$ cat src/rtl/param_bus_datapath.sv
`default_nettype none
// ============================================================================
//  Module   : param_bus_datapath
//  Purpose  : Single-bus CPU datapath with a general register file, PC, MDR,
//             MAR, IR, HI/LO, Y/Z ALU registers, and an optional bit-serial
//             multiply/divide sequencer (one result bit per clock).
//  Revision : 1.0 - initial release
// ============================================================================
module param_bus_datapath #(
    parameter int WIDTH     = 32,
    parameter int NREGS     = 16,
    parameter int MULDIV_EN = 1
) (
    input  logic                 clk,
    input  logic                 reset,
    input  logic [NREGS-1:0]     reg_out,
    input  logic [NREGS-1:0]     reg_in,
    input  logic                 pc_out,
    input  logic                 mdr_out,
    input  logic                 hi_out,
    input  logic                 lo_out,
    input  logic                 zhi_out,
    input  logic                 zlo_out,
    input  logic                 pc_in,
    input  logic                 mdr_in,
    input  logic                 mar_in,
    input  logic                 ir_in,
    input  logic                 hi_in,
    input  logic                 lo_in,
    input  logic                 y_in,
    input  logic                 z_in,
    input  logic                 read,
    input  logic [WIDTH-1:0]     mem_data_in,
    input  logic                 inc_pc,
    input  logic [3:0]           alu_op,
    input  logic                 start,
    output logic                 busy,
    output logic                 done,
    output logic                 bus_err,
    output logic [WIDTH-1:0]     bus,
    output logic [WIDTH-1:0]     mar_val,
    output logic [WIDTH-1:0]     ir_val,
    output logic [2*WIDTH-1:0]   z_val
);

    localparam int c_SH_W  = $clog2(WIDTH);
    localparam int c_CNT_W = $clog2(WIDTH);
    localparam int c_NSRC  = NREGS + 6;

    typedef enum logic [1:0] {
        S_IDLE = 2'd0,
        S_RUN  = 2'd1,
        S_DONE = 2'd2
    } state_t;

    state_t               r_state;
    state_t               w_state_nxt;
    logic [WIDTH-1:0]     r_regs [NREGS];
    logic [WIDTH-1:0]     r_pc, r_mdr, r_mar, r_ir, r_hi, r_lo, r_y;
    logic [2*WIDTH-1:0]   r_z;
    logic [2*WIDTH-1:0]   r_acc;
    logic [2*WIDTH-1:0]   r_mcand;
    logic [WIDTH-1:0]     r_opb;
    logic                 r_is_div;
    logic [c_CNT_W-1:0]   r_cnt;

    logic [c_NSRC-1:0]    w_sel;
    logic                 w_multi, w_single;
    logic [WIDTH-1:0]     w_bus_raw;
    logic [WIDTH-1:0]     w_alu;
    logic [c_SH_W-1:0]    w_amt;
    logic [31:0]          w_rot, w_rinv;
    logic [2*WIDTH-1:0]   w_z_comb;
    logic                 w_start_ok, w_z_load, w_last;
    logic [2*WIDTH-1:0]   w_acc_mul;
    logic [WIDTH:0]       w_dshift;
    logic                 w_dge;
    logic [WIDTH-1:0]     w_dsub, w_rem_nxt, w_quo_nxt;

    // Bus arbitration: exactly one enable drives, anything else floats to zero
    assign w_sel    = {reg_out, pc_out, mdr_out, hi_out, lo_out, zhi_out, zlo_out};
    assign w_multi  = (w_sel & (w_sel - c_NSRC'(1))) != '0;
    assign w_single = (w_sel != '0) && !w_multi;
    assign bus      = w_single ? w_bus_raw : '0;
    assign bus_err  = w_multi;

    // OR together all enabled sources; only meaningful when a single one is on
    always_comb begin
        w_bus_raw = '0;
        for (int i = 0; i < NREGS; i++) begin
            if (reg_out[i]) w_bus_raw = w_bus_raw | r_regs[i];
        end
        if (pc_out)  w_bus_raw = w_bus_raw | r_pc;
        if (mdr_out) w_bus_raw = w_bus_raw | r_mdr;
        if (hi_out)  w_bus_raw = w_bus_raw | r_hi;
        if (lo_out)  w_bus_raw = w_bus_raw | r_lo;
        if (zhi_out) w_bus_raw = w_bus_raw | r_z[2*WIDTH-1:WIDTH];
        if (zlo_out) w_bus_raw = w_bus_raw | r_z[WIDTH-1:0];
    end

    // Rotates reduce the amount modulo WIDTH so non-power-of-two widths still wrap
    assign w_amt  = bus[c_SH_W-1:0];
    assign w_rot  = 32'(w_amt) % 32'(WIDTH);
    assign w_rinv = 32'(WIDTH) - w_rot;

    // Single-cycle ALU, operand A is Y and operand B is the bus
    always_comb begin
        w_alu = '0;
        case (alu_op)
            4'd0:    w_alu = r_y + bus;
            4'd1:    w_alu = r_y - bus;
            4'd2:    w_alu = r_y & bus;
            4'd3:    w_alu = r_y | bus;
            4'd4:    w_alu = r_y >> w_amt;
            4'd5:    w_alu = r_y << w_amt;
            4'd6:    w_alu = (r_y >> w_rot) | (r_y << w_rinv);
            4'd7:    w_alu = (r_y << w_rot) | (r_y >> w_rinv);
            4'd10:   w_alu = '0 - bus;
            4'd11:   w_alu = ~bus;
            default: w_alu = '0;
        endcase
    end

    assign w_z_comb   = inc_pc ? {{WIDTH{1'b0}}, bus + WIDTH'(1)} : {{WIDTH{1'b0}}, w_alu};
    assign w_start_ok = (MULDIV_EN != 0) && start && (r_state == S_IDLE)
                        && ((alu_op == 4'd8) || (alu_op == 4'd9));
    assign w_z_load   = z_in && (r_state == S_IDLE) && !w_start_ok;
    assign w_last     = (r_state == S_RUN) && (r_cnt == c_CNT_W'(WIDTH - 1));

    // One serial step: shift-add multiply, restoring divide
    assign w_acc_mul = r_acc + (r_opb[0] ? r_mcand : '0);
    assign w_dshift  = {r_acc[2*WIDTH-1:WIDTH], r_opb[WIDTH-1]};
    assign w_dge     = w_dshift >= {1'b0, r_mcand[WIDTH-1:0]};
    assign w_dsub    = w_dshift[WIDTH-1:0] - r_mcand[WIDTH-1:0];
    assign w_rem_nxt = w_dge ? w_dsub : w_dshift[WIDTH-1:0];
    assign w_quo_nxt = {r_opb[WIDTH-2:0], w_dge};

    // Sequencer state register
    always_ff @(posedge clk or posedge reset) begin
        if (reset) r_state <= S_IDLE;
        else       r_state <= w_state_nxt;
    end

    // Sequencer next-state and status outputs
    always_comb begin
        w_state_nxt = r_state;
        busy        = 1'b0;
        done        = 1'b0;
        case (r_state)
            S_IDLE: if (w_start_ok) w_state_nxt = S_RUN;
            S_RUN: begin
                busy = 1'b1;
                if (w_last) w_state_nxt = S_DONE;
            end
            S_DONE: begin
                done        = 1'b1;
                w_state_nxt = S_IDLE;
            end
            default: w_state_nxt = S_IDLE;
        endcase
    end

    // General register file, loaded from the bus
    always_ff @(posedge clk or posedge reset) begin
        if (reset) begin
            for (int i = 0; i < NREGS; i++) r_regs[i] <= '0;
        end else begin
            for (int i = 0; i < NREGS; i++) begin
                if (reg_in[i]) r_regs[i] <= bus;
            end
        end
    end

    // Special-purpose registers
    always_ff @(posedge clk or posedge reset) begin
        if (reset) begin
            r_pc  <= '0;
            r_mdr <= '0;
            r_mar <= '0;
            r_ir  <= '0;
            r_hi  <= '0;
            r_lo  <= '0;
            r_y   <= '0;
        end else begin
            if (pc_in)  r_pc  <= bus;
            if (mdr_in) r_mdr <= read ? mem_data_in : bus;
            if (mar_in) r_mar <= bus;
            if (ir_in)  r_ir  <= bus;
            if (hi_in)  r_hi  <= bus;
            if (lo_in)  r_lo  <= bus;
            if (y_in)   r_y   <= bus;
        end
    end

    // Z takes the serial result on the final step, otherwise the ALU result
    always_ff @(posedge clk or posedge reset) begin
        if (reset) begin
            r_z <= '0;
        end else if (w_last) begin
            r_z <= r_is_div ? {w_rem_nxt, w_quo_nxt} : w_acc_mul;
        end else if (w_z_load) begin
            r_z <= w_z_comb;
        end
    end

    // Multiply/divide working registers: operands latched at start, stepped in RUN
    always_ff @(posedge clk or posedge reset) begin
        if (reset) begin
            r_acc    <= '0;
            r_mcand  <= '0;
            r_opb    <= '0;
            r_is_div <= 1'b0;
            r_cnt    <= '0;
        end else if (w_start_ok) begin
            r_is_div <= (alu_op == 4'd9);
            r_cnt    <= '0;
            r_acc    <= '0;
            if (alu_op == 4'd9) begin
                r_mcand <= {{WIDTH{1'b0}}, bus};
                r_opb   <= r_y;
            end else begin
                r_mcand <= {{WIDTH{1'b0}}, r_y};
                r_opb   <= bus;
            end
        end else if (r_state == S_RUN) begin
            r_cnt <= r_cnt + c_CNT_W'(1);
            if (r_is_div) begin
                r_acc[2*WIDTH-1:WIDTH] <= w_rem_nxt;
                r_opb                  <= w_quo_nxt;
            end else begin
                r_acc   <= w_acc_mul;
                r_mcand <= r_mcand << 1;
                r_opb   <= r_opb >> 1;
            end
        end
    end

    assign mar_val = r_mar;
    assign ir_val  = r_ir;
    assign z_val   = r_z;

endmodule
`default_nettype wire
$ cat config.mk
export PLATFORM = sky130hd
export DESIGN_NAME = param_bus_datapath
export DESIGN_NICKNAME = d
export VERILOG_FILES = /design/src/rtl/param_bus_datapath.sv
export SDC_FILE = /design/constraint.sdc
export NUM_CORES = 2
export LEC_CHECK = 0
export ABC_AREA = 1
export BUFFER_PORTS_ARGS = -buffer_cell sky130_fd_sc_hd__buf_2
export CAP_MARGIN = 0
export CORE_ASPECT_RATIO = 2
export CORE_MARGIN = 5
export CORE_UTILIZATION = 45
export CTS_CLUSTER_SIZE = 30
export DETAILED_ROUTE_END_ITERATION = 10
export PLACE_DENSITY_LB_ADDON = 0.25
export REMOVE_ABC_BUFFERS = 1
export SETUP_SLACK_MARGIN = 0.5
export SYNTH_ARGS = -nofsm -noshare
export SYNTH_HDL_FRONTEND = slang
export SYNTH_SLANG_ARGS = --single-unit
$ cat constraint.sdc
create_clock -name clk -period 37.8 [get_ports clk]
set_clock_uncertainty 0.2 [all_clocks]
set_input_delay 0 -clock clk [delete_from_list [all_inputs] [get_ports clk]]
set_output_delay 0 -clock clk [all_outputs]
set_load 0.02 [all_outputs]
# Word-level counts from Yosys, hierarchy flattened
# Cells that the tools add are included.
[op_classes]
bitwise = 27
magnitude_cmp = 1
n_eq_ne = 17
mux = 50
shift = 6
n_reduce_logical = 17
n_addsub = 9
[ops]
columns = ["cell", "n"]
rows = [
  ["32-bit 2-to-1 mux", 33],
  ["32-bit bitwise OR", 24],
  ["64-bit 2-to-1 mux", 9],
  ["32-bit case mux with 10 select lines", 1],
  ["64-bit adder", 1],
  ["32-bit by 5-bit left shift with 32-bit output", 2],
  ["32-bit by 5-bit >> shifter with 32-bit output", 2],
  ["32-bit subtractor", 2],
  ["22-bit nonzero test", 2],
  ["33-bit by 32-bit greater-or-equal comparator with 1-bit output", 1],
  ["32-bit by 1-bit adder with 32-bit output (second input constant)", 1],
  ["32-bit adder", 1],
  ["32-bit AND", 1],
  ["32-bit inverter", 1],
  ["32-bit by 32-bit left shift with 32-bit output", 1],
  ["32-bit by 32-bit >> shifter with 32-bit output", 1],
  ["1-bit by 32-bit subtractor with 32-bit output (first input constant)", 1],
  ["22-bit AND", 1],
  ["22-bit by 1-bit subtractor with 22-bit output (second input constant)", 1],
  ["4-bit by 3-bit equality test with 1-bit output (second input constant)", 4],
  ["4-bit equality test (second input constant)", 4],
  ["5-bit 2-to-1 mux", 2],
  ["4-bit by 2-bit equality test with 1-bit output (second input constant)", 2],
  ["6-bit by 5-bit subtractor with 7-bit output (first input constant)", 1],
  ["other kinds (17)", 28],
]
[totals]
input_bits = 87
ff_bits = 968

# Longest topological paths before layout
[logic_depth]
depth_word = 51
depth_mapped = 39

# Worst setup path after synthesis
# No wires, ideal clock.
[synth_path]
path_kind = "reg-to-reg"
startpoint = "register r_z[0], in the netlist z_val[0]"
endpoint = "register r_z[26], in the netlist z_val[26]"
arrival_ps = 4334
path_stages_with_launch = 28
path_slack_ps = 33149
t_required_ps = 37483
path_buffers = 2
cell_sequence = "dfrtp_1 -> a22o_1 -> nor2_1 -> nand2_1 -> nor2_1 -> nand2_1 -> nand3_2 -> buf_2 -> clkbuf_1 -> inv_1 -> ha_1 -> fa_1 -> o21ai_0 -> a21boi_0 -> o21ai_0 -> a31oi_1 -> nand3b_1 -> nand2_1 -> nand2_1 -> nand3_1 -> nand3_1 -> nor2_1 -> nand2_1 -> nand3b_1 -> nand2_1 -> nand2_1 -> nand2_1 -> nand2_1"
[synth_via]
elab_chain_cells = 10
word_cells_on_any_way = 20
classes_between = "add/sub: 5; shift: 6; mux: 6; bitwise: 3"
[synth_rtl]
columns = ["item", "line", "rtl"]
rows = [
  ["start, declared", "60", "logic [2*WIDTH-1:0] r_z;"],
  ["start signal, assigned", "200", "r_z <= r_is_div ? {w_rem_nxt, w_quo_nxt} : w_acc_mul;"],
  ["start signal, assigned", "202", "r_z <= w_z_comb;"],
  ["32-bit bitwise OR *", "98", "if (zlo_out) w_bus_raw = w_bus_raw | r_z[WIDTH-1:0];"],
  ["32-bit 2-to-1 mux *", "98", ""],
  ["32-bit 2-to-1 mux *", "84", "assign bus = w_single ? w_bus_raw : '0;"],
  ["via bus[0]", "40", "output logic [WIDTH-1:0] bus,"],
  ["6-bit by 5-bit subtractor with 7-bit output", "104", "assign w_rinv = 32'(WIDTH) - w_rot;"],
  ["32-bit by 32-bit >> shifter with 32-bit output or 32-bit by 32-bit left shift with 32-bit output (tied branches)", "117, 116", ""],
  ["32-bit bitwise OR (on tied branches)", "117, 116", ""],
  ["32-bit case mux with 10 select lines", "109", "case (alu_op)"],
  ["32-bit 2-to-1 mux *", "124", "assign w_z_comb = inc_pc ? {{WIDTH{1'b0}}, bus + WIDTH'(1)} : {{WIDTH{1'b0}}, w_alu};"],
  ["64-bit 2-to-1 mux *", "201", "end else if (w_z_load) begin"],
  ["64-bit 2-to-1 mux *", "199", "end else if (w_last) begin"],
]
# Mark *: on every way through the listed nets, which the timed path passes. The rest lies on a longest branch. The select of a mux whose other input is x is not followed.
# A chain may end at the register's enable or synchronous reset.

# Final worst setup path
[layout_path]
startpoint = "register r_z[32], in the netlist z_val[32]"
endpoint = "register r_z[22], in the netlist z_val[22]"
[layout_via]
elab_chain_cells = 12
word_cells_on_any_way = 22
classes_between = "add/sub: 5; shift: 6; mux: 7; bitwise: 4"
[layout_rtl]
columns = ["item", "line", "rtl"]
rows = [
  ["32-bit bitwise OR *", "97", "if (zhi_out) w_bus_raw = w_bus_raw | r_z[2*WIDTH-1:WIDTH];"],
  ["32-bit 2-to-1 mux *", "97", ""],
  ["32-bit bitwise OR", "98", ""],
  ["32-bit 2-to-1 mux *", "98", ""],
  ["32-bit 2-to-1 mux *", "84", ""],
  ["6-bit by 5-bit subtractor with 7-bit output", "104", ""],
  ["32-bit by 32-bit >> shifter with 32-bit output or 32-bit by 32-bit left shift with 32-bit output (tied branches)", "117, 116", ""],
  ["32-bit bitwise OR (on tied branches)", "117, 116", ""],
  ["32-bit case mux with 10 select lines", "109", ""],
  ["32-bit 2-to-1 mux *", "124", ""],
  ["64-bit 2-to-1 mux *", "201", ""],
  ["64-bit 2-to-1 mux *", "199", ""],
]
# Every way passes the cells marked *; elsewhere a longest branch is shown, timed or not. The select of a mux whose other input is x is not followed.

==> run metrics <==
failing checks max-capacitance violations; total congestion overflow 0; layout cells sized above 1 8.71%; Layout Nets 8921; Leak Pwr around 33 nW; number of fill cells in the layout roughly 13000; CP required roughly 38 ns; Sw Ratio 39.7%; Mapped Area around 0.061 sq mm; Die H 530 um; Final Max Tran Viols 0; Power Density between 40 and 50 mW/mm^2; Post-synth EDFFs 0; post-synthesis sequential area ratio between 30% and 40%; Via Count between 60000 and 70000; CTS H-tree depth 3; Max Buffers Root-to-Sink 3; area share of the largest cell type after synthesis 39.9%; Synth Warn # 0; Flop pwr share 36.6%; syn_area_per_cell 7.16 sq um; switching power 1.32 mW; worst skew pair latency 0.73 ns; DRT Pass-1 Iters 9; Combinational Power Share around 33%; Hold Crit Class in -> reg; routability cong. around 1.2; Total Routing Usage GR a little under half; CP most frequent cell nand2_1; vias in the first global route about 65000; HPWL after DPL between 200 and 300 mm; DRC Markers 0; CTS buffer count 92; Worst Tran Pin Value about 1.5 ns; Worst path max stage delay about 0.66 ns; Worst slew margin 0.206%; Max Cap Violations 1; Synth area leader dfrtp_1; initial antenna violation count 33; RSZ-0062 raised after global routing false; most common cell in the netlist nand2_1; Sink Count ~970; Worst setup SP type register; Setup CP Type reg -> reg; Netlist cell types 64; remaining antenna violation count 0; arrival time worst endpoint ~7.5 ns; Hold Slack a little under 0.02 ns; setup violators final 0; fmax around 0.14 GHz; # rows 190; CP Capture Type register; routed len/inst 33.8 um; first-pass GRT wire length 489 mm; Cells after Synth between 8000 and 9000; status finished with violations; Post-synth top cells 2516 x nand2_1, 1106 x o21ai_0, 968 x dfrtp_1; Fin Setup TNS 0 ns; clock-pin slew on the worst setup and hold paths around 0.07 ns; Main synth FF type dfrtp_1; power share of the clock group a little under a third; port bufs 249; CTS tree built; async set-reset flop share out of synthesis 100%; Core Footprint around 0.13 sq mm; CTS root buffer clkbuf_16; largest net degree at the start of global routing 176; detailed-route vias per instance about 6.5; area growth from synthesis to layout 12.6%; Hold Violations, Final 0; CP max-delay cell ha_1; die width ~270 um; #FFs+latches synth 968; Post-Route WL between 300 and 400 mm; min cycle time layout roughly 7 ns; I/O pin count 250; period utilization between 10% and 20%; Max VDD drop roughly 0.037 mV; Internal Power 2.01 mW; setup bufs post-CTS 0; Crit Path Max Fanout 36; drt first-iter violations just under 9000; Starting Density 45.3%; top post-synthesis cells by area dfrtp_1 40%, nand2_1 16%, o21ai_0 9.1%; total die area 0.143 sq mm
[critical path: cells and delay by family (launching register included)]
family	cells	cell delay [ns]
AOI/OAI and AO/OA	5	0.92
adders and majority gates	2	1.00
buffers and inverters	4	1.59
DFF	1	0.53
and+or+nand+nor	20	2.71
[sequential cells by signal, indices dropped and copies added (netlist names)]
| name | cells |
|---|---|
| r_acc | 64 |
| r_y | 32 |
| r_lo | 32 |
| r_regs | 512 |
| r_hi | 32 |
| r_is_div | 1 |
| r_cnt | 5 |
| ir_val | 32 |
| r_mcand | 64 |
| r_pc | 32 |
| r_mdr | 32 |
| mar_val | 32 |
| z_val | 64 |
| r_state | 2 |
| r_opb | 32 |
[placed cells by master (no fill, tap or decap), drive strengths merged, types with 26 or more instances in the layout]
cell type and n:
o211ai 64, a21oi 407, a32oi 31, a31oi 80, buf 441, clkbuf 120, diode 27, nor3 49
inv 660, dfrtp 968, xor2 33, ha 198, dlygate4sd3 148, nand3 718, a221oi 85, nand2 2529
nor2 441, o21ai 1124, clkinv 42, nor4 26, or2 35, nand4 121, a32o 28, a22o 106
o22ai 65
[cell type report]
cell class                      count  area, sq um  area share [%]
Inverter                          664         2500            3.66
Sequential cell                   968        24200            35.4
Antenna cell                       27         67.6          0.0988
Timing Repair Buffer              590         4200            6.14
Clock buffer                      119         2530            3.71
Clock inverter                     54          662           0.968
Tap cell                         1728         2160            3.16
Multi-Input combinational cell   6316        32000            46.8
[routing by layer]
| layer | wire, um | GRT usage, % | vias up |
|---|---|---|---|
| met2 | 159000 | 76.7 | 4690 |
| met3 | 34300 | 13.7 | 1749 |
| met4 | 51900 | 53.3 | 12 |
| li1 | - | - | 28900 |
| met5 | 83 | 0 | - |
| met1 | 108000 | 47.0 | 32300 |
[cells by family (layout without fill, tap and decap cells)]
family	count (synthesis)	in the layout	synth area share, %
and+or+nand+nor	3949	3949	27.3
AOI/OAI and AO/OA	2106	2106	20.1
buffers and inverters	1200	1427	7.62
DFF	968	968	39.9
adders and majority gates	202	202	4.21
xor gates and xnor gates	55	55	0.824
muxes	4	4	0.0659
other	0	27	0
[path summary, 6_finish.rpt]
check	start	endpoint	slack, ns	depth (start not counted)
max	z_val[32]	z_val[22]	30.68	31
min	reg_in[15]	r_regs[8]	0.02	4
max reg2reg	z_val[32]	z_val[22]	30.68	31
min reg2reg	r_cnt[3]	r_cnt[3]	0.28	1
max in group asynchronous	reset	r_regs[97]	31.76	9
min in group asynchronous	reset	r_mcand[63]	0.39	4
[power groups by stage]
| stage | combinational, mW | sequential, mW | clock (mW) |
|---|---|---|---|
| floorplan | 0.692 | 1.20 | 0 |
| global placement | 1.04 | 1.23 | 0 |
| detailed placement | 1.05 | 1.23 | 0 |
| CTS | 1.07 | 1.21 | 1.01 |
| global route | 1.19 | 1.22 | 1.05 |
| finish | 1.10 | 1.22 | 1.01 |
[per-stage QoR]
step	cells	setup WS [ns]	util [%]	area [sq um]	total power, mW
after floorplan	7948	10.37	-	58600	1.90
after global placement	10100	30.48	47.4	63600	2.27
after detailed placement	10100	30.40	47.4	63600	2.28
after CTS	10400	31.11	50.9	68300	3.29
after global routing	10400	30.46	51.0	68300	3.47
final	10500	30.68	51.0	68400	3.33
[what timing repair did]
| item | 4_1_cts | 5_1_grt |
|---|---|---|
| endpoints found under the setup margin | 0 | 0 |
| hold endpoints to repair | 780 | 0 |
| hold buffers | 148 | 0 |
| gates resized for setup | 0 | 0 |
(Power assumes the default switching activity.)
